## config.mk

```make
export PLATFORM = sky130hd
export DESIGN_NAME = timer_ctrl_4
export DESIGN_NICKNAME = d
export VERILOG_FILES = /design/src/rtl/timer_ctrl_4.sv
export SDC_FILE = /design/constraint.sdc
export NUM_CORES = 1
export LEC_CHECK = 0
export ABC_AREA = 1
export CAP_MARGIN = 10
export CELL_PAD_IN_SITES_DETAIL_PLACEMENT = 1
export CELL_PAD_IN_SITES_GLOBAL_PLACEMENT = 1
export CORE_MARGIN = 2
export CORE_UTILIZATION = 35
export CTS_CLUSTER_DIAMETER = 120
export DETAILED_ROUTE_END_ITERATION = 8
export GPL_TIMING_DRIVEN = 1
export PLACE_DENSITY = 0.92
export SYNTH_ARGS = -nofsm -noshare
export SYNTH_HDL_FRONTEND = slang
export SYNTH_SLANG_ARGS = --single-unit
export TNS_END_PERCENT = 5
```

## constraint.sdc

```tcl
create_clock -name clk -period 4 [get_ports clk]
set_clock_uncertainty 0.2 [all_clocks]
set_input_delay 0.8 -clock clk [delete_from_list [all_inputs] [get_ports clk]]
set_output_delay 0.8 -clock clk [all_outputs]
set_load 0.01 [all_outputs]
```

## src/rtl/timer_ctrl_4.sv

```systemverilog
// 4-bit match timer: counts qualified ticks up to a loaded target, one-shot or periodic.
// All outputs registered; start->busy one cycle, terminal tick->match one cycle; no backpressure.

module comparator_4 (
  input  logic [3:0] data,
  input  logic [3:0] count,
  output logic       eq
);
  assign eq = (data == count);
endmodule

module timer_ctrl_4 (
  input  logic       clk,
  input  logic       reset,
  input  logic       load,
  input  logic [3:0] data_in,
  input  logic       start,
  input  logic       stop,
  input  logic       mode,
  input  logic       tick,
  output logic       busy,
  output logic       match,
  output logic       done,
  output logic [3:0] count,
  output logic [3:0] target,
  output logic [3:0] periods
);

  typedef enum logic [1:0] {IDLE, RUN, DONE} state_t;

  state_t     state, state_nxt;
  logic [3:0] count_nxt, target_nxt, periods_nxt;
  logic       run_mode, run_mode_nxt;
  logic       match_nxt, done_nxt;
  logic       eq;

  comparator_4 u_cmp (
    .data  (target),
    .count (count),
    .eq    (eq)
  );

  always_ff @(posedge clk) begin
    if (reset) begin
      state    <= IDLE;
      count    <= 4'd0;
      target   <= 4'd0;
      periods  <= 4'd0;
      run_mode <= 1'b0;
      match    <= 1'b0;
      done     <= 1'b0;
    end else begin
      state    <= state_nxt;
      count    <= count_nxt;
      target   <= target_nxt;
      periods  <= periods_nxt;
      run_mode <= run_mode_nxt;
      match    <= match_nxt;
      done     <= done_nxt;
    end
  end

  always_comb begin
    state_nxt    = state;
    count_nxt    = count;
    target_nxt   = target;
    periods_nxt  = periods;
    run_mode_nxt = run_mode;
    match_nxt    = 1'b0;
    done_nxt     = 1'b0;
    case (state)
      IDLE: begin
        if (load)
          target_nxt = data_in;
        // stop overrides a simultaneous start
        if (start && !stop) begin
          state_nxt    = RUN;
          count_nxt    = 4'd0;
          periods_nxt  = 4'd0;
          run_mode_nxt = mode;
        end
      end
      RUN: begin
        if (stop) begin
          state_nxt = IDLE;
        end else if (tick) begin
          if (!eq) begin
            count_nxt = count + 4'd1;
          end else begin
            match_nxt   = 1'b1;
            periods_nxt = periods + 4'd1;
            if (run_mode) begin
              count_nxt = 4'd0;
            end else begin
              done_nxt  = 1'b1;
              state_nxt = DONE;
            end
          end
        end
      end
      DONE: state_nxt = IDLE;
      default: state_nxt = IDLE;
    endcase
  end

  assign busy = (state == RUN);

endmodule

```

== Word level (Yosys, flattened, before mapping) ==
Cells that the tools add are included.
Storage, ports and cells
  bits in registers: 17
  latch bits: 0
  memory bits (writable): 0
  memory bits (read-only): 0
  input port bits: 11
  output and inout bits: 15
  logic and storage cells: 51
  memories: 0
Cells by class
  add/sub/neg operators: 2
  $mul: 0
  divide/modulo/power cells: 0
  magnitude comparators: 0
  eq/ne operators: 10
  shift operators: 0
  multiplexer cells: 18
  bitwise operators: 3
  reductions and logical operators: 11
Operator list (count)
  2-to-1 mux 4 bit: 8
  one-hot mux 4 bit (2 select lines): 2
  2-to-1 mux 2 bit: 5
  AND reduction 5 bit: 2
  inequality test 3 bit (second input constant): 3
  adder 4 x 1 -> 4 bit (second input constant): 2
  inequality test 2 bit (second input constant): 3
  OR reduction 5 bit: 1
  equality test 4 bit: 1
  one-hot mux 2 bit (2 select lines): 1
  AND reduction 2 bit: 2
  AND reduction 4 bit: 1
  OR reduction 4 bit: 1
  inequality test 3 x 2 -> 1 bit (second input constant): 1
  inverter 1 bit: 3
  equality test 2 x 1 -> 1 bit (second input constant): 1
  logical NOT 2 bit: 1
  2-to-1 mux 1 bit: 2
  inequality test 2 x 1 -> 1 bit (second input constant): 1
  nonzero test 2 bit: 1
  logical AND 1 bit: 1
  logical NOT 1 bit: 1

== Depth between registers and ports, before layout ==
  depth in word-level cells: 5
  mapped depth: 9
  gate-level depth less buffers: 9

== Modules after synthesis ==
Synthesis repeated with hierarchy kept, for this count alone.
Second synthesis, totals
  cell total of the unflattened synthesis: 138
  area total of the unflattened synthesis: 905.9 um2
By module, submodules not included
  timer_ctrl_4: times used 1, cells an instance 123, area an instance 839.6 um2, seq. area each 340.3 um2
  comparator_4: times used 1, cells an instance 15, area an instance 66.3 um2, seq. area each 0.0 um2

== Least setup slack after synthesis ==
Ideal clock, no wire load.
  path kind: input to register
  from: in start
  to: reg count[2]
  library setup time: 115 ps
  data arrival time: 1471 ps
  required time: 3685 ps
  slack: 2214 ps
  stages: 8
  buffers on the path: 1
  path through: inv_2 -> o21ai_2 -> nand2_1 -> nor2_2 -> buf_6 -> nand3_1 -> nand2_1 -> nor2_1
On the way
  cells in the longest elaborated chain, start to end: 3
Ends and longest elaborated chain
  start: declaration: RTL line 17  | input logic start,
  logical AND 1 bit: RTL line 76  | if (start && !stop) begin
  inequality test 2 bit (no source line)
  AND reduction 5 bit (no source line)
  end signal: assignment: RTL line 54  | count <= count_nxt;
  end: declaration: RTL line 24  | output logic [3:0] count,
Every way passes these cells.
A chain may end at the register's enable or synchronous reset.

== Worst setup path in the final report ==
  from: reg state[1]
  to: out busy
On the way
  cells in the longest elaborated chain, start to end: 1
Ends and longest elaborated chain
  start: declaration: RTL line 31  | state_t state, state_nxt;
  start signal: assignment: RTL line 53  | state <= state_nxt;
  equality test 2 x 1 -> 1 bit: RTL line 106  | assign busy = (state == RUN);
  end: declaration: RTL line 21  | output logic busy,
Every way passes these cells.

==> metrics.yaml <==
start_kind: "flip-flop"
h-tree-depth: 1
clk_pin_slew_ns: 0.10
grt_use_total_pct: 16.5
power_leakage_nw: 0.559
reg2reg_to: "count[1]$_SDFFE_PP0P_"
drtPass1Iterations: 4
max_slew_margin_pct: 68.7
final_area_um2: 1260
clock-sinks: 17
die_w_um: 56.4
layout.nets: 177
synth_top_area_share_pct: 35.4
rrSetupSlack_ns: 2.32
yosysSeqAreaShare_pct: 35.4
cp-end-kind: "output port"
final_common_cell: "nand2_1"
wl_met1_um: 983
synthCells: 136
dr_wl_met3_um: 62
via_count: 947
cp_data_arrival_time_ns: 1.60
maxCapViolations: 0
cts-resized-gates: 0
diodes: 0
dpl_cell_area_um2: 1230
drc: 0
synthToLayoutAreaGrowth_pct: 31.1
setup_viol_count_final: 0
route.met2.wl_um: 1250
place_ws_ns: 1.39
drt_iter0_markers: 16
synth.area.top_cells: "dfxtp_1 35%, nand2_1 11%, a21oi_1 7.3%"
numCtsBuffers: 3
fmax_ghz: 0.385
hp-class: "flip-flop to flip-flop"
worst_slew_pin_slew_ns: 0.469
min_path_cells: 2
ff2ff_path_depth: 7
critical_path_required_ns: 3.00
post_drt_wl_per_cell_um: 12.1
drive_gt1_share_pct: 14.7
cts_setup_buffers: 0
hold_viol_final: 0
synth.largest_area_cell: "dfxtp_1"
yosysWarnings: 0
layout_common_cells: "28 x nand2_1, 25 x clkdlybuf4s50_1, 17 x dfxtp_1"
cts_tree: "done"
gr-total-overflow: 0
grt_start_max_net_pins: 15
insertion_delay_ns: 0.29
fp-row-count: 18
core_um2: 2540
dp_hpwl_um: 1840
via_per_inst: 4.91
syn_area_per_cell_um2: 7.07
crit_type: "flip-flop to output port"
ant_nets: 0
syn_area_um2: 961
r2r_start: "state[1]$_SDFFE_PP0P_"
gp_congestion: 0.775
hold_end: "target[3]$_SDFFE_PP0P_"
min_period_ns: 2.60
io_pins: 26
die_h_um: 56.4
synth_nets: 149
powerDensity_nw_per_um2: 359
crit_path_max_fanout: 7
fin_ws_ns: 1.40
finalCritPeriodShare_pct: 64.9
grt_first_pass_wirelength_um: 4200
status: "finished clean"
worstHoldStart: "target[3]$_SDFFE_PP0P_"
antenna_found_initial: 0
wl_um: 2330
clockBufferDepth: 2
slew_viol_final: 0
port_buffers: 25
synth_cell_types: 24
power.total_uw: 452
top_layer_used: "met4"
synth_seq_cells: 17
fin_tns_setup_ns: 0
root_buffer: "clkbuf_4"
first_global_vias: 1038
rsz0062_at_grt: "false"
cts_hold_buf: 0
fp.dieArea_um2: 3180
irDropWorstVdd_mv: 0.221
start_util_pct: 37.8
-- layout make-up --
cell class | count | area [um2]
fillers | 343 | 1280
multi-input cells | 96 | 510
flip-flops and latches | 17 | 340
repair buffers | 25 | 250
inverters | 21 | 95.1
well taps | 30 | 37.5
clock buffers | 4 | 26.3
-- power breakdown --
group / internal, mW / switching (mW) / leakage [nW]
clock: 0.0388 / 0.0551 / 0.0150
combinational: 0.0720 / 0.0836 / 0.404
sequential: 0.185 / 0.0178 / 0.140
-- cells by family after synthesis --
logic type      after synthesis  synth area share (%)
flops                        17                  35.4
buf+inv                      23                  11.5
fa+ha+maj                     2                  2.60
compound gates               22                  11.8
xor+xnor                      2                  1.82
simple gates                 70                  36.8
-- how the worst max path moves through the flow --
stage | start | endpoint | slack [ns] | cells after the start
finish | state[1]$_SDFFE_PP0P_ | busy | 1.40 | 4
global route | state[1]$_SDFFE_PP0P_ | busy | 1.32 | 4
global placement | start | count[0]$_SDFFE_PP0P_ | 1.49 | 8
floorplan | start | count[2]$_SDFFE_PP0P_ | 2.21 | 8
detailed placement | start | count[1]$_SDFFE_PP0P_ | 1.39 | 8
CTS | state[1]$_SDFFE_PP0P_ | busy | 1.38 | 4
-- per-layer routing --
layer | up-vias | track usage, %
met1 | 439 | 18.4
met5 | - | 0
met2 | 21 | 30.4
li1 | 483 | -
met4 | 0 | 8.16
met3 | 4 | 2.07
-- stage by stage --
step / cells / utilization (%) / hold WS (ns)
after floorplan: 136 / - / 0.263
after global placement: 189 / 48.5 / 0.279
after detailed placement: 189 / 48.5 / 0.295
after CTS: 193 / 49.5 / 0.314
after global routing: 193 / 49.5 / 0.338
final: 193 / 49.5 / 0.305
-- flip-flops by register name, indices dropped and copies added, names as in the netlist --
| name | count |
|---|---|
| done | 1 |
| state | 2 |
| run_mode | 1 |
| match | 1 |
| periods | 4 |
| count | 4 |
| target | 4 |
-- cells in the mapped netlist --
| cell | count |
|---|---|
| nand2_8 | 1 |
| dfxtp_1 | 17 |
| clkbuf_1 | 1 |
| nand2_1 | 28 |
| o21ai_0 | 7 |
| nand3_1 | 11 |
| nand2_4 | 2 |
| xor2_1 | 2 |
| a21oi_1 | 14 |
| bufinv_8 | 1 |
| nor2_1 | 14 |
| inv_1 | 15 |
| nand3_2 | 1 |
| o21ai_2 | 1 |
| nor2_2 | 2 |
| nor2_4 | 2 |
| or2_2 | 2 |
| ha_1 | 2 |
| nor3_1 | 2 |
| nand2_2 | 4 |
| inv_2 | 4 |
| buf_6 | 1 |
| inv_4 | 1 |
| nand4_1 | 1 |
-- critical path, cell delays in order, from the launching register on --
cell and delay, ns:
dfxtp_1 0.33, inv_1 0.09, nand2_2 0.10, bufinv_8 0.23, clkdlybuf4s50_1 0.55
Power figures use the tool's default switching activity.
